--- config.mk ---
export PLATFORM = sky130hd
export DESIGN_NAME = csr_trap_ctrl_flat
export DESIGN_NICKNAME = d
export VERILOG_FILES = /design/src/rtl/csr_trap_ctrl_pkg.sv /design/src/rtl/csr_trap_ctrl_if.sv /design/src/rtl/csr_trap_ctrl_alu.sv /design/src/rtl/csr_trap_ctrl.sv /design/src/flat_wrapper.sv
export SDC_FILE = /design/constraint.sdc
export NUM_CORES = 1
export LEC_CHECK = 0
export BUFFER_PORTS_ARGS = -buffer_cell sky130_fd_sc_hd__clkbuf_2
export CORE_ASPECT_RATIO = 1.4
export CORE_UTILIZATION = 35
export DETAILED_ROUTE_END_ITERATION = 16
export GPL_ROUTABILITY_DRIVEN = 0
export PLACE_DENSITY = 0.62
export SLEW_MARGIN = 10
export SYNTH_ARGS = -nofsm -noshare
export SYNTH_HDL_FRONTEND = slang
export SYNTH_SLANG_ARGS = --single-unit
--- constraint.sdc ---
create_clock -name clk -period 1.8 [get_ports clk]
set_input_delay 0.18 -clock clk [delete_from_list [all_inputs] [get_ports clk]]
set_output_delay 0.18 -clock clk [all_outputs]
set_load 0.05 [all_outputs]
--- src/rtl/csr_trap_ctrl_pkg.sv ---
// csr_trap_ctrl_pkg: shared op/state encodings, CSR addresses and default width
package csr_trap_ctrl_pkg;
    localparam int DEF_DATA_WIDTH = 32;
    typedef enum logic [2:0] {
        OP_NONE  = 3'd0,
        OP_CSRRW = 3'd1,
        OP_CSRRS = 3'd2,
        OP_CSRRC = 3'd3,
        OP_ECALL = 3'd4,
        OP_MRET  = 3'd5
    } op_e;
    typedef enum logic [1:0] {
        IDLE  = 2'd0,
        READ  = 2'd1,
        WRITE = 2'd2,
        RESP  = 2'd3
    } state_e;
    localparam logic [11:0] CSR_MSTATUS = 12'h300;
    localparam logic [11:0] CSR_MTVEC   = 12'h305;
    localparam logic [11:0] CSR_MEPC    = 12'h341;
    localparam logic [11:0] CSR_MCAUSE  = 12'h342;
endpackage

--- src/rtl/csr_trap_ctrl_if.sv ---
// csr_trap_ctrl_if: pipeline request/response and CSR-file access signals
interface csr_trap_ctrl_if #(parameter int DATA_WIDTH = 32);
    logic                  in_valid;
    logic                  in_ready;
    logic [2:0]            in_op;
    logic [11:0]           in_csr_addr;
    logic [DATA_WIDTH-1:0] in_operand;
    logic                  in_src_zero;
    logic [DATA_WIDTH-1:0] in_pc;
    logic                  out_valid;
    logic                  out_ready;
    logic                  out_rd_we;
    logic [DATA_WIDTH-1:0] out_rd_wdata;
    logic                  out_redirect;
    logic [DATA_WIDTH-1:0] out_redirect_pc;
    logic                  csr_en;
    logic [11:0]           csr_id;
    logic [DATA_WIDTH-1:0] csr_wdata;
    logic [DATA_WIDTH-1:0] csr_rdata;
    logic                  csr_ecall;
    logic [DATA_WIDTH-1:0] csr_pc;
    logic [DATA_WIDTH-1:0] csr_mtvec;
    logic [DATA_WIDTH-1:0] csr_mepc;
    modport master (
        input  in_valid, in_op, in_csr_addr, in_operand, in_src_zero, in_pc, out_ready,
               csr_rdata, csr_mtvec, csr_mepc,
        output in_ready, out_valid, out_rd_we, out_rd_wdata, out_redirect, out_redirect_pc,
               csr_en, csr_id, csr_wdata, csr_ecall, csr_pc
    );
    modport slave (
        output in_valid, in_op, in_csr_addr, in_operand, in_src_zero, in_pc, out_ready,
               csr_rdata, csr_mtvec, csr_mepc,
        input  in_ready, out_valid, out_rd_we, out_rd_wdata, out_redirect, out_redirect_pc,
               csr_en, csr_id, csr_wdata, csr_ecall, csr_pc
    );
endinterface

--- src/rtl/csr_trap_ctrl_alu.sv ---
// csr_trap_ctrl_alu: combinational CSRRW/CSRRS/CSRRC new-value computation
module csr_trap_ctrl_alu
    import csr_trap_ctrl_pkg::*;
#(
    parameter int DATA_WIDTH = DEF_DATA_WIDTH
) (
    input  logic [2:0]            op_i,
    input  logic [DATA_WIDTH-1:0] old_i,
    input  logic [DATA_WIDTH-1:0] operand_i,
    output logic [DATA_WIDTH-1:0] new_o
);
    // non-CSR ops pass the old value through untouched
    always_comb begin
        new_o = op_i == OP_CSRRW ? operand_i :
                op_i == OP_CSRRS ? (old_i | operand_i) :
                op_i == OP_CSRRC ? (old_i & ~operand_i) : old_i;
    end
endmodule

--- src/rtl/csr_trap_ctrl.sv ---
// csr_trap_ctrl: CSR/trap sequencer, IDLE->READ->WRITE->RESP; CSR_SKIP_ZERO_WRITE_EN suppresses CSRRS/CSRRC writes with zero source
module csr_trap_ctrl
    import csr_trap_ctrl_pkg::*;
#(
    parameter int DATA_WIDTH = DEF_DATA_WIDTH
) (
    input logic          clk,
    input logic          rst,
    csr_trap_ctrl_if.master bus
);
    state_e                state_q, state_d;
    logic [2:0]            op_q;
    logic [11:0]           addr_q;
    logic [DATA_WIDTH-1:0] opnd_q, pc_q, old_q, new_q, tgt_q, alu_new;
    logic                  sz_q, is_csr, is_trap, do_wr, wr, rsp;

    csr_trap_ctrl_alu #(.DATA_WIDTH(DATA_WIDTH)) u_alu (
        .op_i      (op_q),
        .old_i     (bus.csr_rdata),
        .operand_i (opnd_q),
        .new_o     (alu_new)
    );

    assign is_csr  = op_q inside {OP_CSRRW, OP_CSRRS, OP_CSRRC};
    assign is_trap = op_q inside {OP_ECALL, OP_MRET};
`ifdef CSR_SKIP_ZERO_WRITE_EN
    assign do_wr = is_csr && !(sz_q && op_q != OP_CSRRW);
`else
    logic unused_sz;
    assign unused_sz = sz_q;
    assign do_wr     = is_csr;
`endif

    // state register
    always_ff @(posedge clk) begin
        if (rst) state_q <= IDLE;
        else     state_q <= state_d;
    end

    // next state: one cycle each in READ and WRITE, hold RESP until accepted
    always_comb begin
        state_d = state_q == IDLE  ? (bus.in_valid ? READ : IDLE) :
                  state_q == READ  ? WRITE :
                  state_q == WRITE ? RESP :
                  (bus.out_ready ? IDLE : RESP);
    end

    // request capture in IDLE, old value / new value / trap target latched in READ
    always_ff @(posedge clk) begin
        if (rst) begin
            op_q   <= '0;
            addr_q <= '0;
            opnd_q <= '0;
            sz_q   <= 1'b0;
            pc_q   <= '0;
            old_q  <= '0;
            new_q  <= '0;
            tgt_q  <= '0;
        end else if (state_q == IDLE && bus.in_valid) begin
            op_q   <= bus.in_op;
            addr_q <= bus.in_csr_addr;
            opnd_q <= bus.in_operand;
            sz_q   <= bus.in_src_zero;
            pc_q   <= bus.in_pc;
        end else if (state_q == READ) begin
            old_q <= bus.csr_rdata;
            new_q <= alu_new;
            tgt_q <= op_q == OP_ECALL ? bus.csr_mtvec :
                     op_q == OP_MRET  ? bus.csr_mepc : '0;
        end
    end

    // outputs decoded from state; strobes are masked by rst so a reset in WRITE commits nothing
    always_comb begin
        wr                  = state_q == WRITE && !rst;
        rsp                 = state_q == RESP;
        bus.in_ready        = state_q == IDLE;
        bus.csr_id          = addr_q;
        bus.csr_en          = wr && do_wr;
        bus.csr_wdata       = wr && do_wr ? new_q : '0;
        bus.csr_ecall       = wr && op_q == OP_ECALL;
        bus.csr_pc          = wr && op_q == OP_ECALL ? pc_q : '0;
        bus.out_valid       = rsp;
        bus.out_rd_we       = rsp && is_csr;
        bus.out_rd_wdata    = rsp && is_csr ? old_q : '0;
        bus.out_redirect    = rsp && is_trap;
        bus.out_redirect_pc = rsp && is_trap ? tgt_q : '0;
    end
endmodule
--- src/flat_wrapper.sv ---
// flat-port wrapper written by rule: the top's interface ports become plain ports
module csr_trap_ctrl_flat import csr_trap_ctrl_pkg::*;
#(
    parameter int DATA_WIDTH = DEF_DATA_WIDTH
)
  (clk, rst, bus_in_valid, bus_in_op, bus_in_csr_addr, bus_in_operand, bus_in_src_zero, bus_in_pc, bus_out_ready, bus_csr_rdata, bus_csr_mtvec, bus_csr_mepc, bus_in_ready, bus_out_valid, bus_out_rd_we, bus_out_rd_wdata, bus_out_redirect, bus_out_redirect_pc, bus_csr_en, bus_csr_id, bus_csr_wdata, bus_csr_ecall, bus_csr_pc);
  csr_trap_ctrl_if #(.DATA_WIDTH(DATA_WIDTH)) bus_i ();
  input logic clk;
  input logic rst;
  input wire logic [$bits(bus_i.in_valid)-1:0] bus_in_valid;
  input wire logic [$bits(bus_i.in_op)-1:0] bus_in_op;
  input wire logic [$bits(bus_i.in_csr_addr)-1:0] bus_in_csr_addr;
  input wire logic [$bits(bus_i.in_operand)-1:0] bus_in_operand;
  input wire logic [$bits(bus_i.in_src_zero)-1:0] bus_in_src_zero;
  input wire logic [$bits(bus_i.in_pc)-1:0] bus_in_pc;
  input wire logic [$bits(bus_i.out_ready)-1:0] bus_out_ready;
  input wire logic [$bits(bus_i.csr_rdata)-1:0] bus_csr_rdata;
  input wire logic [$bits(bus_i.csr_mtvec)-1:0] bus_csr_mtvec;
  input wire logic [$bits(bus_i.csr_mepc)-1:0] bus_csr_mepc;
  output wire logic [$bits(bus_i.in_ready)-1:0] bus_in_ready;
  output wire logic [$bits(bus_i.out_valid)-1:0] bus_out_valid;
  output wire logic [$bits(bus_i.out_rd_we)-1:0] bus_out_rd_we;
  output wire logic [$bits(bus_i.out_rd_wdata)-1:0] bus_out_rd_wdata;
  output wire logic [$bits(bus_i.out_redirect)-1:0] bus_out_redirect;
  output wire logic [$bits(bus_i.out_redirect_pc)-1:0] bus_out_redirect_pc;
  output wire logic [$bits(bus_i.csr_en)-1:0] bus_csr_en;
  output wire logic [$bits(bus_i.csr_id)-1:0] bus_csr_id;
  output wire logic [$bits(bus_i.csr_wdata)-1:0] bus_csr_wdata;
  output wire logic [$bits(bus_i.csr_ecall)-1:0] bus_csr_ecall;
  output wire logic [$bits(bus_i.csr_pc)-1:0] bus_csr_pc;
  assign bus_i.in_valid = bus_in_valid;
  assign bus_i.in_op = bus_in_op;
  assign bus_i.in_csr_addr = bus_in_csr_addr;
  assign bus_i.in_operand = bus_in_operand;
  assign bus_i.in_src_zero = bus_in_src_zero;
  assign bus_i.in_pc = bus_in_pc;
  assign bus_i.out_ready = bus_out_ready;
  assign bus_i.csr_rdata = bus_csr_rdata;
  assign bus_i.csr_mtvec = bus_csr_mtvec;
  assign bus_i.csr_mepc = bus_csr_mepc;
  assign bus_in_ready = bus_i.in_ready;
  assign bus_out_valid = bus_i.out_valid;
  assign bus_out_rd_we = bus_i.out_rd_we;
  assign bus_out_rd_wdata = bus_i.out_rd_wdata;
  assign bus_out_redirect = bus_i.out_redirect;
  assign bus_out_redirect_pc = bus_i.out_redirect_pc;
  assign bus_csr_en = bus_i.csr_en;
  assign bus_csr_id = bus_i.csr_id;
  assign bus_csr_wdata = bus_i.csr_wdata;
  assign bus_csr_ecall = bus_i.csr_ecall;
  assign bus_csr_pc = bus_i.csr_pc;
  csr_trap_ctrl #(.DATA_WIDTH(DATA_WIDTH)) u_core (.clk(clk), .rst(rst), .bus(bus_i));
endmodule
==> results.txt, run 1 <==
status = finished, violations left
failing checks = negative setup slack
worst slew pin tran = 0.7130 ns
flop-to-flop setup slack = 0.04 ns
Gate power share = 16.2%
post-synthesis sequential area ratio = 44.75%
DRC viols = 0
mapped cell area = 7919 um2
Hold Path Class = input pin to flop
Final HPWL DP = 16.72 mm
hold wc startpoint = bus_csr_rdata[26]
Clock Skew = 0.01008 ns
worst skew pair latency = 0.43 ns
Reg clk slew, reported paths = 0.07 ns
count leader, synth = nand2_1
Most used DFF post-synth = dfxtp_1
Routed WL per cell = 18.27 um
Final Non-Filler Cells = 1670
kind of critical path = flop to output pin
antenna viol nets, final = 0
Worst setup startpoint = u_core.op_q[2]$_SDFFE_PP0P_
total placed instance area = 10060 um2
Routed WL = 30.51 mm
Int Pwr = 6.867 mW
Sink Count = 177
setup_tns = -21.28 ns
CORE AREA = 22020 um2
r2r worst-path depth = 8
Synth Area per Inst = 8.451 um2
top-area cell type share of the netlist area = 44.75%
Mapped Cells = 937
leakage power = 6.224 nW
Cell Pwr Density = 684.0 nW/um2
global route total overflow = 0
hold slack = 0.01493 ns
CP Capture Type = output pin
max-cap violations = 0
FP Rows = 64
full die area = 23240 um2
Flop pwr share = 44.5%
P&R area growth vs syn = 77.80%
final setup vio count = 131
# nets final = 1538
Psw = 2.764 mW
Root Driver = clkbuf_16
Post-synth EDFFs = 0
vias in the first global route = 8341
First-pass DRT Iterations = 5
RR Endpoint = u_core.new_q[5]$_SDFFE_PP0P_
Hold EP = u_core.old_q[26]$_SDFFE_PP0P_
most common library cells after synthesis = 223 x nand2_1, 177 x dfxtp_1, 129 x and2_1
Switching Share = 28.70%
die height = 180.0 um
Via density = 5.046
Max VDD drop = 0.0005527 V
Synth Warn # = 0
Die Width = 129.1 um
Syn Nets = 1117
Async S/R FF share, synth = 0%
ranking of synthesized cells by area = dfxtp_1 45%, nand2_1 11%, and2_1 10%
Crit Path Max Fanout = 8
Clk pwr share = 39.3%
CTS tree = built
Max Clock Freq = 0.4894 GHz
Slew Viols, Final = 0
setup ws final = -0.2431 ns
type of origin of the critical path = flop
number of buffers created by CTS = 17
Max-Slew Margin vs Limit = 52.47%
number of distinct library cells after synthesis = 26
Final Hold Fails = 0
1st-iter DRT viols = 507
Tcrit/Tclk final = 113.5%
Boundary Pins = 326
pin count of the biggest net entering global routing = 64
H-tree levels = 4
first-pass GRT wire length = 44.05 mm
worst reg2reg path startpoint = u_core.op_q[1]$_SDFFE_PP0P_
ratio of cells with drive above 1 in the final layout = 42.45%
Hold Path Depth = 3
Yosys reg bits = 177
initial antenna violation count = 2
clock period minus worst slack = 2.043 ns
RSZ-0062 raised after global routing = true
Final Instance Area = 14080 um2
Synth area leader = dfxtp_1
Port Buffers = 324
Cells after DPL = 1504
Starting Density = 35.96%
CP arrival = 1.86 ns
Bufs on Longest Clock Path = 2
vias = 8427
GRT Total Usage = 24.27%
Required @ worst endpoint = 1.62 ns
==> critical path, stage by stage, from the launching register on <==
cell       delay (ns)
dfxtp_2          0.33
nand2b_4         0.15
buf_6            0.12
nor3b_4          0.23
buf_6            0.16
clkbuf_16        0.16
and2_4           0.15
buf_8            0.14
==> layout make-up <==
class	count	area, um2
multi-input cells	678	4330
flip-flops and latches	177	3557
diodes	2	5.005
clock inverters	14	168.9
fillers	1682	7941
well taps	297	371.6
repair buffers	484	5218
clock buffers	18	429.2
==> state kept, by name (all words and copies together) (netlist names) <==
signal             cells
u_core.new_q          32
u_core.old_q          32
u_core.opnd_q         32
u_core.pc_q           32
u_core.tgt_q          32
u_core.bus.csr_id     12
u_core.op_q            3
u_core.state_q         2
==> how the worst max path moves through the flow <==
stage	end	slack (ns)	cells after the start
floorplan	bus_out_redirect_pc[22]	0.04	5
finish	bus_out_rd_wdata[5]	-0.24	7
CTS	bus_out_redirect_pc[17]	-0.29	7
global placement	bus_csr_pc[4]	0.02	6
detailed placement	bus_csr_pc[4]	0.03	6
global route	bus_out_rd_wdata[6]	-0.31	7
==> power groups by stage <==
stage                     clock (mW)  combinational [mW]  sequential (mW)
after floorplan                    0               0.729             4.38
after global placement             0                1.24             4.34
after detailed placement           0                1.26             4.35
after CTS                       3.85                1.48             4.27
after global routing            4.02                1.69             4.31
final                           3.78                1.56             4.29
==> cell families (layout without fill, tap and decap cells) <==
family	after synthesis	in the layout	share of synthesized area [%]
AOI/OAI and AO/OA	209	209	18.30
xor gates and xnor gates	1	1	0.1106
buffers and inverters	82	516	5.135
DFF	177	177	44.75
muxes	32	32	4.551
other	0	2	0
and+or+nand+nor	436	436	27.16
==> timing repair <==
item / in CTS / in global routing
buffers inserted: 8 / 10
gates resized for setup: 337 / 180
gates cloned: 5 / 7
pin swaps: 25 / 44
setup endpoints to repair: 131 / 134
hold buffers: 103 / 0
endpoints found under the hold margin: 103 / 0
==> per-layer routing <==
layer | GRT usage (%) | up-vias | routed length, um
met2 | 43.76 | 342 | 16280
li1 | - | 3994 | -
met1 | 27.55 | 4029 | 11760
met4 | 9.129 | 0 | 952
met5 | 0 | - | 0
met3 | 4.940 | 62 | 1517
==> through the flow <==
| stage | power (mW) | setup WS, ns | util [%] |
|---|---|---|---|
| detailed placement | 5.611 | 0.02657 | 45.67 |
| global placement | 5.587 | 0.02005 | 45.67 |
| finish | 9.631 | -0.2431 | 63.94 |
| floorplan | 5.105 | 0.03705 | - |
| CTS | 9.596 | -0.2896 | 61.36 |
| global route | 10.02 | -0.3064 | 63.94 |
==> cell usage in the layout (no fill, tap or decap), types with 4 or more instances in the layout <==
master         instances
dlygate4sd3_1        103
clkbuf_2             191
and2_2                 8
a22oi_1               32
buf_8                 87
a221o_1               32
o211a_1               32
dfxtp_1              172
and2_1                13
and2_4               108
buf_16                 4
nor2_1                34
buf_12                22
mux2_2                32
nand2_1              223
buf_6                 11
a21oi_1              112
inv_8                  5
nor2b_1               33
clkbuf_16             59
buf_4                 21
Note: power is estimated with default switching activity, not from simulation.
==> run 2: changes to the inputs <==
HOLD_SLACK_MARGIN = 0.02   (was not set)
RECOVER_POWER = 100   (was not set)
==> run 2 against run 1 <==
Net effect: the flow still finishes with violations (negative setup slack); combinational power hardly changed; highest routed layer unchanged; die area unchanged; worst setup slack got worse by 0.019 ns; clock power barely moved; core utilization is 0.73 points lower; clock-buffer cell count unchanged.
==> results.txt, run 2 (synthesis results as in run 1) <==
status = finished, violations left
failing checks = negative setup slack
GRT Total Usage = 24.60% (+0.33 points)
Starting Density = 35.96% (unchanged)
setup ws final = -0.2619 ns (-0.01876 ns)
Flop pwr share = 44.6% (about the same)
First-pass DRT Iterations = 6 (+1)
Root Driver = clkbuf_16
CTS tree = built
Clock Skew = 0.01003 ns (-0.00004810 ns)
Bufs on Longest Clock Path = 2 (unchanged)
first-pass GRT wire length = 44.59 mm (+1.2%)
Via density = 5.059 (+0.26%)
multi-input logic area = 4273 um2 (-1.3%)
Crit-path slowest cell = dfxtp_2
Routed WL per cell = 18.19 um (-0.47%)
Max-Slew Margin vs Limit = 51.96% (-0.51 points)
Final Instance Area = 13920 um2 (-1.1%)
r2r worst-path depth = 6 (-2)
Sink Count = 177 (unchanged)
Crit Path Max Fanout = 9 (+1)
Switching Share = 28.76% (+0.059 points)
Boundary Pins = 326 (unchanged)
die height = 180.0 um (unchanged)
Final Hold Fails = 0 (unchanged)
number of buffers created by CTS = 17 (unchanged)
crit-path cells = nand2b_4, buf_6, nor3b_4, buf_6, buf_12, and2_2, clkbuf_8
ratio of cells with drive above 1 in the final layout = 40.44% (-2.0 points)
Max Clock Freq = 0.4850 GHz (-0.91%)
Routed WL = 30.37 mm (-0.47%)
global route total overflow = 0 (unchanged)
Reg clk slew, reported paths = 0.07 ns (about the same)
Tcrit/Tclk final = 114.5% (+1.0 points)
Hold Path Depth = 3 (unchanged)
# nets final = 1537 (-0.065%)
CP Capture Type = output pin
antenna viol nets, final = 0 (unchanged)
hold slack = 0.04264 ns (+0.02771 ns)
Most common cell on crit path = buf_6
vias in the first global route = 8479 (+1.7%)
Final HPWL DP = 16.72 mm (unchanged)
total power = 9.600 mW (-0.32%)
Hold Path Class = input pin to flop
kind of critical path = flop to output pin
worst skew pair latency = 0.42 ns (about the same)
P&R area growth vs syn = 75.78%
most frequent cells in the layout = 223 x nand2_1, 180 x clkbuf_2, 172 x dfxtp_1, 112 x a21oi_1, 111 x dlygate4sd3_1
max-cap violations = 0 (unchanged)
FP Rows = 64 (unchanged)
CP arrival = 1.88 ns (+0.02 ns)
Gate power share = 15.9% (-0.3 points)
RSZ-0062 raised after global routing = true
Psw = 2.761 mW (-0.12%)
Clk pwr share = 39.5% (+0.2 points)
vias = 8449 (+0.26%)
CORE AREA = 22020 um2 (unchanged)
type of origin of the critical path = flop
Cell Pwr Density = 689.7 nW/um2 (+0.83%)
total placed instance area = 10060 um2 (unchanged)
Required @ worst endpoint = 1.62 ns (about the same)
full die area = 23240 um2 (unchanged)
1st-iter DRT viols = 499 (-1.6%)
initial antenna violation count = 3 (+1)
pin count of the biggest net entering global routing = 64 (unchanged)
Reg area = 3557 um2 (unchanged)
final setup vio count = 131 (unchanged)
Max VDD drop = 0.0005493 V (-0.60%)
Port Buffers = 324 (unchanged)
worst slew pin tran = 0.7206 ns (+0.007650 ns)
H-tree levels = 4 (unchanged)
Die Width = 129.1 um (unchanged)
most common cell after layout, fill and taps aside = nand2_1
Int Pwr = 6.839 mW (-0.40%)
DRC viols = 0 (unchanged)
leakage power = 6.120 nW (-1.7%)
clock period minus worst slack = 2.062 ns (+0.01876 ns)
Slew Viols, Final = 0 (unchanged)
Layout fillers = 1691 (+0.54%)
CP peak stage delay = 0.33 ns (about the same)
-- run 2: worst paths after layout --
| kind | start | to | slack (ns) |
|---|---|---|---|
| setup / recovery | u_core.op_q[2]$_SDFFE_PP0P_ | bus_out_rd_wdata[28] | -0.26 |
| hold reg to reg | u_core.old_q[24]$_SDFFE_PP0P_ | u_core.old_q[24]$_SDFFE_PP0P_ | 0.45 |
| setup reg to reg | u_core.op_q[1]$_SDFFE_PP0P_ | u_core.new_q[19]$_SDFFE_PP0P_ | 0.06 |
| hold / removal | bus_in_operand[31] | u_core.opnd_q[31]$_SDFFE_PP0P_ | 0.04 |
-- run 2: area by class of cell --
| class | count | area share, % |
|---|---|---|
| sequential | 177 | 25.56 |
| clock inverter | 14 | 1.213 |
| antenna | 3 | 0.05393 |
| timing repair buffer | 483 | 36.73 |
| tap | 297 | 2.670 |
| multi-input combinational | 678 | 30.70 |
| clock buffer | 18 | 3.083 |
-- run 2: repair_timing --
action / 4_1_cts / 5_1_grt
hold endpoints to repair: 111 / 0
buffers inserted: 8 / 4
cloned: 5 / 4
pin swaps: 25 / 41
resized for setup: 337 / 140
endpoints found under the setup margin: 131 / 134
hold buffers: 111 / 0
-- run 2: power groups by stage --
stage / logic (mW) / registers (mW) / clock network, mW
after global placement: 1.24 / 4.34 / 0
after detailed placement: 1.26 / 4.35 / 0
final: 1.53 / 4.29 / 3.79
after CTS: 1.49 / 4.27 / 3.85
after floorplan: 0.729 / 4.38 / 0
after global routing: 1.65 / 4.31 / 4.02
-- run 2: worst max-delay path, delay by kind of cell (launching register included) --
family | cells | cell delay (ns)
DFF | 1 | 0.33
buffers and inverters | 4 | 0.62
and+or+nand+nor | 3 | 0.51
-- run 2: routing by layer --
metal	part of all wire [%]	vias to the layer above	wire (um)	global-route usage, %
met3	5.5	87	1678	5.268
met5	0	-	0	0
li1	-	3986	-	-
met2	53	366	15980	44.11
met1	38	4010	11420	27.29
met4	4.3	0	1297	11.01
-- run 2: stage by stage --
stage               std cells  util [%]  TNS [ns]  setup slack (ns)
floorplan                 937         -         0           0.03705
global placement         1504     45.67         0           0.02005
detailed placement       1504     45.67         0           0.02657
CTS                      1660     61.73    -26.68           -0.2896
global route             1670     63.21    -30.03           -0.3153
finish                   1670     63.21    -21.01           -0.2619
